### src/rtl/regfile_access_arbiter.sv
`default_nettype none
// ============================================================================
// regfile_access_arbiter : shares the file-register port between the core and
// a debug requester, sequencing the two-cycle (address, then data) debug access.
// Build option: REGFILE_CLEAR_ON_RESET_EN adds a post-reset zeroing sweep.
// Revision: 1.0
// ============================================================================
module regfile_access_arbiter #(
   parameter logic [8:0] CLR_FIRST = 9'h020,
   parameter logic [8:0] CLR_LAST  = 9'h07F
) (
   input  logic       clk,
   input  logic       rst,
   input  logic [8:0] core_addr,
   input  logic       core_wr_en,
   input  logic [7:0] core_data_in,
   input  logic       core_halted,
   output logic       core_stall,
   input  logic       dbg_req,
   input  logic       dbg_we,
   input  logic [8:0] dbg_addr,
   input  logic [7:0] dbg_wdata,
   output logic       dbg_ack,
   output logic [7:0] dbg_rdata,
   output logic       dbg_busy,
   output logic [8:0] rf_addr,
   output logic       rf_wr_en,
   output logic [7:0] rf_data_in,
   input  logic [7:0] rf_data_out
);

   localparam logic [2:0] ST_IDLE     = 3'd0;
   localparam logic [2:0] ST_DBG_ADDR = 3'd1;
   localparam logic [2:0] ST_DBG_XFER = 3'd2;
   localparam logic [2:0] ST_DBG_ACK  = 3'd3;
`ifdef REGFILE_CLEAR_ON_RESET_EN
   localparam logic [2:0] ST_CLEAR    = 3'd4;
   localparam logic [2:0] ST_RESET    = ST_CLEAR;
   // Sweep index of the final cycle, which writes CLR_LAST.
   localparam logic [9:0] CLR_LAST_IDX =
      10'({1'b0, CLR_LAST}) - 10'({1'b0, CLR_FIRST}) + 10'd1;
`else
   localparam logic [2:0] ST_RESET    = ST_IDLE;
`endif

   if (CLR_LAST < CLR_FIRST) begin : g_bad_clr_range
      $error("regfile_access_arbiter: CLR_LAST must not be below CLR_FIRST");
   end

   logic [2:0] state_q, state_d;
   logic [8:0] addr_q;
   logic       we_q;
   logic [7:0] wdata_q;
   logic [7:0] rdata_q;
   logic       accept;

   assign accept = (state_q == ST_IDLE) && dbg_req && core_halted;

`ifdef REGFILE_CLEAR_ON_RESET_EN
   logic [9:0] clr_cnt_q;

   always_ff @(posedge clk) begin
      if (rst)
         clr_cnt_q <= '0;
      else if (state_q == ST_CLEAR)
         clr_cnt_q <= clr_cnt_q + 10'd1;
   end
`endif

   always_ff @(posedge clk) begin
      if (rst) begin
         state_q <= ST_RESET;
         addr_q  <= '0;
         we_q    <= 1'b0;
         wdata_q <= '0;
         rdata_q <= '0;
      end else begin
         state_q <= state_d;
         if (accept) begin
            addr_q  <= dbg_addr;
            we_q    <= dbg_we;
            wdata_q <= dbg_wdata;
         end
         // Captured for writes too, so a write returns the pre-write value.
         if (state_q == ST_DBG_XFER)
            rdata_q <= rf_data_out;
      end
   end

   always_comb begin
      state_d = state_q;
      case (state_q)
         ST_IDLE:     if (accept) state_d = ST_DBG_ADDR;
         ST_DBG_ADDR: state_d = ST_DBG_XFER;
         ST_DBG_XFER: state_d = ST_DBG_ACK;
         ST_DBG_ACK:  if (!dbg_req) state_d = ST_IDLE;
`ifdef REGFILE_CLEAR_ON_RESET_EN
         ST_CLEAR:    if (clr_cnt_q == CLR_LAST_IDX) state_d = ST_IDLE;
`endif
         default:     state_d = ST_IDLE;
      endcase
   end

   always_comb begin
      rf_addr    = core_addr;
      rf_wr_en   = core_wr_en;
      rf_data_in = core_data_in;
      dbg_busy   = 1'b0;
      dbg_ack    = 1'b0;
      core_stall = 1'b0;
      case (state_q)
         ST_DBG_ADDR: begin
            rf_addr    = addr_q;
            rf_wr_en   = 1'b0;
            rf_data_in = wdata_q;
            dbg_busy   = 1'b1;
         end
         ST_DBG_XFER: begin
            rf_addr    = addr_q;
            rf_wr_en   = we_q;
            rf_data_in = wdata_q;
            dbg_busy   = 1'b1;
         end
         // Re-presenting core_addr reloads the file-register address latch so
         // the next core write cannot land on the debug address.
         ST_DBG_ACK: begin
            rf_wr_en = 1'b0;
            dbg_busy = 1'b1;
            dbg_ack  = 1'b1;
         end
`ifdef REGFILE_CLEAR_ON_RESET_EN
         ST_CLEAR: begin
            core_stall = 1'b1;
            rf_data_in = 8'h00;
            if (clr_cnt_q == 10'd0) begin
               rf_addr  = CLR_FIRST;
               rf_wr_en = 1'b0;
            end else if (clr_cnt_q == CLR_LAST_IDX) begin
               rf_wr_en = 1'b1;
            end else begin
               rf_addr  = CLR_FIRST + clr_cnt_q[8:0];
               rf_wr_en = 1'b1;
            end
         end
`endif
         default: ;
      endcase
   end

   assign dbg_rdata = rdata_q;

endmodule
`default_nettype wire
### config.mk
export PLATFORM = sky130hd
export DESIGN_NAME = regfile_access_arbiter
export DESIGN_NICKNAME = d
export VERILOG_FILES = /design/src/rtl/regfile_access_arbiter.sv
export SDC_FILE = /design/constraint.sdc
export NUM_CORES = 1
export LEC_CHECK = 0
export ABC_AREA = 1
export CAP_MARGIN = 10
export CORE_UTILIZATION = 34
export CTS_CLUSTER_DIAMETER = 150
export DETAILED_ROUTE_END_ITERATION = 16
export PLACE_DENSITY = 0.74
export SLEW_MARGIN = 40
export SYNTH_ARGS = -nofsm -noshare
export SYNTH_HDL_FRONTEND = slang
export SYNTH_SLANG_ARGS = --single-unit
### constraint.sdc
create_clock -name clk -period 1.3 [get_ports clk]
set_input_delay 0.13 -clock clk [delete_from_list [all_inputs] [get_ports clk]]
set_output_delay 0.13 -clock clk [all_outputs]
set_load 0.03 [all_outputs]
=== Word level (Yosys, flattened, before mapping) ===
Index checks and enable logic that the tools add are counted.

* Eq/ne operators: 5
* Mux-type cells: 8
* Reductions and logical operators: 7

{| class="wikitable"
|+ Operators by type and width
! cell !! count
|-
| $pmux 3 s4 || 1
|-
| $mux 9 || 1
|-
| $mux 8 || 1
|-
| $eq 3x2->1 const B || 2
|-
| $mux 3 || 2
|-
| $ne 2x2->1 const B || 2
|-
| $reduce_or 2->1 || 2
|-
| $eq 3x1->1 const B || 1
|-
| $logic_not 3->1 || 1
|-
| $reduce_or 3->1 || 1
|-
| $logic_and 1x1->1 || 2
|-
| $mux 1 || 2
|-
| $pmux 1 s2 || 1
|-
| $reduce_and 2->1 || 1
|}

* Flip-flop bits (word level): 29
* Input bits: 48
* Output and inout port bits: 29

=== Longest topological paths before layout ===
Gate-level depths: netlist (run 1).

* Word-level depth: 5
* Depth in mapped cells: 7
* Gate-level depth less buffers: 7

=== Worst setup path after synthesis (run 1) ===
No wires, ideal clock.

* Path kind: register to output
* Start: register state_q[0]
* End: output port rf_addr[6]
* Arrival time: 1.638 ns
* Data required time: 1.170 ns
* Setup slack: -0.468 ns
* Stages on the path, launching flop included: 6
* Cells stage by stage: dfxtp_1 -> inv_1 -> ha_1 -> inv_2 -> clkbuf_1 -> o21ai_0

* Longest elaborated chain between the ends: 3
* Elaborated cells on any way between the ends: 4
* Those cells by class: eq/ne (2); mux (1); reduce/logical (1)

{| class="wikitable"
|+ Ends and longest elaborated chain
! element !! RTL line !! text
|-
| start: declaration || 50 || <nowiki>logic [2:0] state_q, state_d;</nowiki>
|-
| start signal: assignment || 78 || <nowiki>state_q <= state_d;</nowiki>
|-
| $eq 3x2->1 / $eq 3x1->1 (equally long branches) || 111 || <nowiki>case (state_q)</nowiki>
|-
| $reduce_or 2->1 (no source line) * || - ||
|-
| $mux 9 * || 111 ||
|-
| end: declaration || 26 || <nowiki>output logic [8:0] rf_addr,</nowiki>
|}

Every way passes the cells marked *; elsewhere a longest branch is shown, timed or not.

=== Worst setup path after layout (run 1) ===
* Start: register state_q[1]
* End: output port rf_addr[6]

Same word-level chain as after synthesis.

==> metrics.md, run 1 <==
| Metric | Value |
|---|---|
| Clock Latency Late Sink | 0.27 ns |
| Vias in the first global route | 1477 |
| Core Region | 0.00369 sq mm |
| Fmax achieved | 0.631 GHz |
| Fin crit share | 122% |
| Outcome | finished, violations left |
| Area of the multi-input gates | 886 sq um |
| I/O pins | 77 |
| WS Path Type | reg -> out |
| RSZ-0062 raised after global routing | yes |
| Leakage | 1.09 nW |
| Total track usage | 19.8% |
| Crit-path max cell delay | 0.35 ns |
| WL/cell | 12.1 microns |
| Hold WC Path Type | in -> reg |
| Worst-path clk slew | 0.09 ns |
| Hold-fix buffers at CTS | 0 |
| Final Util | 70.7% |
| Final Cell Area | 0.00261 sq mm |
| Via count | 1471 |
| Share of cells above drive strength 1 | 30.7% |
| DIE AREA | 0.00411 sq mm |
| Clock sink total | 28 |
| Clock Path Buffers | 2 |
| Final setup fails | 18 |
| Syn Inst Count | 180 |
| Fillers | 291 |
| Num rows | 22 |
| Register area share after synthesis | 42.7% |
| Max Slew Vio Count | 0 |
| Post-Synthesis Cell Area | 0.00131 sq mm |
| CP max-delay cell | dfxtp_2 |
| PD cells | 2350 mW/mm^2 |
| Final Power | 6.12 mW |
| ANT nets after route | 0 |
| Remaining DRCs | 0 |
| Crit Path Max Fanout | 11 |
| Final min period | 1.59 ns |
| Post-DP HPWL | 2640 microns |
| Final Hold Vio Count | 0 |
| Placement Cell Area | 0.00237 sq mm |
| Peak supply drop | 1.66 mV |
| Synthesized flop and latch total | 28 |
| Num CTS Buffers | 3 |
| First-pass GRT wire length | 6390 microns |
| Number of library cell types mapped by synthesis | 20 |
| TritonRoute pass-1 iters | 6 |
| Startpoint Class | register |
| Die X | 64.1 microns |
| CP Data Arrival Time | 1.46 ns |
| Root Driver | clkbuf_8 |
| Clk_skew | 0.00472 ns |
| Register Area | 563 sq um |
| Worst-path cell chain | inv_2 > ha_4 > inv_8 > buf_12 > nand2_1 > o21ai_4 > buf_6 |
| Initial antenna violation count | 0 |
| Syn_area_per_cell | 7.29 sq um |
| CP Data Required Time | 1.17 ns |
| Crit. End Element | primary output |
| Area growth syn-to-layout | 98.6% |
| Failing checks | setup timing |
| Routability cong. | 0.796 |
| CTS tree | built |
| Yosys warning count | 0 |
| Syn Nets | 233 |
| Max Cap Viol | 0 |
| DR iter-0 viols | 38 |
| Diode count | 0 |
| Height of the die | 64.1 microns |
| Fin worst setup slack | -0.286 ns |
| Initial Utilization | 35.6% |
| Cells after DPL | 306 |
| IO Port Bufs | 75 |
| CTS H-tree depth | 1 |
| GRT overflow | 0 |
| WL final | 3770 microns |
| Via density | 4.71 |
| Layout Cells excl Fill | 312 |
| Layout Nets | 319 |
| Post-route setup TNS | -4.72 ns |
| Largest net degree at the start of global routing | 29 |
## kinds of logic after synthesis
logic type | Yosys count | synth area share (%)
other | 1 | 0.286
buffers and inverters | 36 | 12.7
and+or+nand+nor | 46 | 14.4
AOI/OAI and AO/OA | 64 | 25.2
DFF | 28 | 42.7
adders and majority gates | 5 | 4.77
## cell type report
| type | instances | share of cell area [%] |
|---|---|---|
| timing repair buffer | 91 | 36.5 |
| multi-input combinational | 116 | 34.0 |
| tap | 48 | 2.30 |
| sequential | 28 | 21.6 |
| clock buffer | 3 | 1.58 |
| inverter | 26 | 4.03 |
## routing by layer
metal  vias up  part of all wire, %  track usage, %
li1        748                    -               -
met1       669                   41            22.9
met2        52                   52            36.2
met3         2                  6.5            5.36
met4         0                 0.50            3.89
met5         -                    0               0
## flip-flops by register name, summed over array words and instances (netlist names)
signal,count
addr_q,9
dbg_rdata,8
wdata_q,8
state_q,2
we_q,1
## power by group
| part | switching, mW | total [mW] | internal (mW) |
|---|---|---|---|
| combinational | 2.51 | 4.49 | 1.99 |
| clock | 0.256 | 0.464 | 0.208 |
| sequential | 0.0831 | 1.16 | 1.08 |
| total | 2.85 | 6.12 | 3.27 |
## Yosys cell counts (all sizes together)
cell    number  share of area, %
a21oi       19               7.5
inv         26               7.4
ha           5               4.8
clkbuf       3              0.95
o31ai        1              0.57
o21ai       44                17
buf          7               4.3
nor2        21               6.0
nand2       22               6.3
conb         1              0.29
dfxtp       28                43
nand3        3               2.1
## worst max-delay path: cells and delay by family, from the launching register on
kind | cells | cell delay, ns
adder cells (fa/ha/maj) | 1 | 0.25
flip-flops | 1 | 0.35
buffers and inverters | 4 | 0.43
AO/OA/AOI/OAI | 1 | 0.07
AND/OR/NAND/NOR | 1 | 0.08
## final timing paths
kind | depth (start not counted) | slack, ns | to | start
setup reg to reg | 7 | 0.05 | dbg_rdata[1] | state_q[0]
hold / removal | 3 | 0.43 | dbg_rdata[6] | rf_data_out[6]
hold reg to reg | 2 | 0.49 | dbg_rdata[5] | dbg_rdata[5]
setup / recovery | 7 | -0.29 | rf_addr[6] | state_q[1]
## metrics by stage
| step | worst slack (ns) | hold WS, ns |
|---|---|---|
| detailed placement | -0.106 | 0.487 |
| CTS | -0.315 | 0.426 |
| finish | -0.286 | 0.433 |
| global route | -0.351 | 0.425 |
| floorplan | 0.00997 | 0.265 |
| global placement | -0.0573 | 0.476 |
## repair_timing
| item | CTS | global route |
|---|---|---|
| endpoints found under the setup margin | 26 | 27 |
| pin swaps | 2 | 3 |
| gates cloned | 2 | 0 |
| buffers inserted | 2 | 1 |
| gates resized for setup | 42 | 11 |
## cell usage in the layout, fill, tap and decap left out, types with 4 or more instances in the layout
cell type / n
clkdlybuf4s50_1: 47
o21ai_4: 17
nand2_1: 15
inv_2: 4
o21ai_1: 13
nand2_4: 5
o21ai_0: 9
buf_4: 12
a21oi_1: 18
nor2_1: 21
o21ai_2: 5
inv_1: 21
dfxtp_1: 26
buf_6: 20
dlygate4sd2_1: 8
Power figures use the tool's default switching activity.
==> inputs of run 2 (changes only) <==
- REMOVE_ABC_BUFFERS: default -> 1
==> run 2 against run 1 <==
Compared with the run above:
- the run still ends with setup timing left
- worst setup slack better by 0.0084 ns
- critical path type unchanged
- clock power up 15%
- fmax up 0.53%
- count of clock-buffer cells in the layout grew 1
==> metrics.md, run 2 (synthesis gave the netlist of run 1 again) <==
| Metric | Value |
|---|---|
| Outcome | finished, violations left |
| Failing checks | setup timing |
| RSZ-0062 raised after global routing | yes |
| Num CTS Buffers | 3 (unchanged) |
| Worst-path clk slew | 0.09 ns (about the same) |
| Diode count | 0 (unchanged) |
| Initial antenna violation count | 0 (unchanged) |
| Share of cells above drive strength 1 | 26.6% (-4.1 points) |
| Fin worst setup slack | -0.277 ns (+0.00840 ns) |
| Num rows | 22 (unchanged) |
| Hold_ws | 0.430 ns (-0.00311 ns) |
| Clock Latency Late Sink | 0.27 ns (about the same) |
| Die X | 64.1 microns (unchanged) |
| TritonRoute pass-1 iters | 4 (-2) |
| Placement Setup Slack | -0.0537 ns (+0.0524 ns) |
| WL/cell | 11.8 microns (-2.1%) |
| First-pass GRT wire length | 5650 microns (-12%) |
| R2r endpoint | state_q[1] |
| Hold WC Path Type | in -> reg |
| Total track usage | 17.3% (-2.4 points) |
| Number of flip-flops in the largest register | 9 (unchanged) |
| Post-CTS Setup Inserts | 0 (-2) |
| Fin crit share | 121% (-0.65 points) |
| Max Cap Viol | 0 (unchanged) |
| CTS H-tree depth | 1 (unchanged) |
| Crit path from | state_q[0] |
| DR iter-0 viols | 63 (+66%) |
| Via density | 4.62 (-2.0%) |
| Vias in the first global route | 1279 (-13%) |
| CP Data Required Time | 1.17 ns (about the same) |
| Leakage | 1.06 nW (-3.3%) |
| FF-to-FF path depth | 7 (unchanged) |
| CP Data Arrival Time | 1.45 ns (about the same) |
| Clk_skew | 0.00202 ns (-0.00269 ns) |
| Routability cong. | 0.803 (+0.89%) |
| Post-DP HPWL | 2170 microns (-18%) |
| Peak supply drop | 1.18 mV (-29%) |
| Post-route setup TNS | -4.61 ns (+0.106 ns) |
| Remaining DRCs | 0 (unchanged) |
| CTS tree | built |
| Final Cell Area | 0.00244 sq mm (-6.4%) |
| Reg2reg setup slack | 0.12 ns (+0.07 ns) |
| Final Hold Vio Count | 0 (unchanged) |
| Height of the die | 64.1 microns (unchanged) |
| DIE AREA | 0.00411 sq mm (unchanged) |
| Startpoint Class | register |
| Crit. End Element | primary output |
| Placement Cell Area | 0.00212 sq mm (-10%) |
| Final Util | 66.1% (-4.5 points) |
| Max Slew Vio Count | 0 (unchanged) |
| Root Driver | clkbuf_8 |
| IO Port Bufs | 75 (unchanged) |
| Layout Cells excl Fill | 311 (-0.32%) |
| Critical Path Sink | rf_data_in[7] |
| Most common cell after layout, fill and taps aside | clkdlybuf4s50_1 |
| Most flop-heavy register | addr_q |
| Clock Path Buffers | 2 (unchanged) |
| Clock sink total | 28 (unchanged) |
| Core Region | 0.00369 sq mm (unchanged) |
| Area growth syn-to-layout | 85.9% |
| Final setup fails | 18 (unchanged) |
| WS Path Type | reg -> out |
| Initial Utilization | 35.6% (unchanged) |
| GRT overflow | 0 (unchanged) |
| PD cells | 2310 mW/mm^2 (-1.5%) |
| Final Power | 5.64 mW (-7.8%) |
| Reg2Reg Launch Point | state_q[0] |
| Largest net degree at the start of global routing | 35 (+21%) |
| WL final | 3680 microns (-2.4%) |
| I/O pins | 77 (unchanged) |
| ANT nets after route | 0 (unchanged) |
| Commonest cells after routing, fill and taps aside | clkdlybuf4s50_1 (47), dfxtp_1 (26), inv_1 (21) |
| Final min period | 1.58 ns (-0.00840 ns) |
| Layout Nets | 317 (-0.63%) |
| Crit Path Max Fanout | 8 (-3) |
| Fmax achieved | 0.634 GHz (+0.53%) |
| Via count | 1437 (-2.3%) |
| Cells after DPL | 304 (-0.65%) |
-- run 2: routing by layer --
metal / share of wire, % / track usage, %
met5: 0 / 0
met4: 0.22 / 2.50
met3: 6.1 / 5.00
met2: 49 / 31.3
met1: 44 / 20.7
-- run 2: how the worst min path moves through the flow --
| stage | from | end | slack [ns] | depth (start not counted) |
|---|---|---|---|---|
| detailed placement | wdata_q[0] | wdata_q[0] | 0.44 | 2 |
| finish | rf_data_out[6] | dbg_rdata[6] | 0.43 | 3 |
| floorplan | rf_data_out[0] | dbg_rdata[0] | 0.26 | 2 |
| CTS | rf_data_out[4] | dbg_rdata[4] | 0.42 | 3 |
| global route | rf_data_out[4] | dbg_rdata[4] | 0.42 | 3 |
| global placement | addr_q[8] | addr_q[8] | 0.44 | 2 |
-- run 2: timing repair --
action | CTS | global route
resized for setup | 46 | 30
cloned | 2 | 1
pin swaps | 2 | 1
hold buffers | 0 | 0
setup endpoints to repair | 27 | 19
-- run 2: critical path, cell delays in order, from the launching register on --
cell and delay, ns:
dfxtp_2 0.35, inv_2 0.05, ha_4 0.28, inv_8 0.05, clkbuf_16 0.16, o21ai_2 0.13
buf_6 0.15
-- run 2: area by class of cell --
type | instances | area [sq um]
clock buffers | 4 | 55.1
multi-input cells | 116 | 706
flip-flops and latches | 28 | 563
fillers | 315 | 1250
well taps | 48 | 60.1
inverters | 26 | 105
repair buffers | 89 | 951
-- run 2: report_power, final --
part	total [mW]	switching [mW]	internal [mW]
clock	0.533	0.262	0.271
sequential	1.15	0.0748	1.08
combinational	3.96	2.19	1.77
total	5.64	2.53	3.11
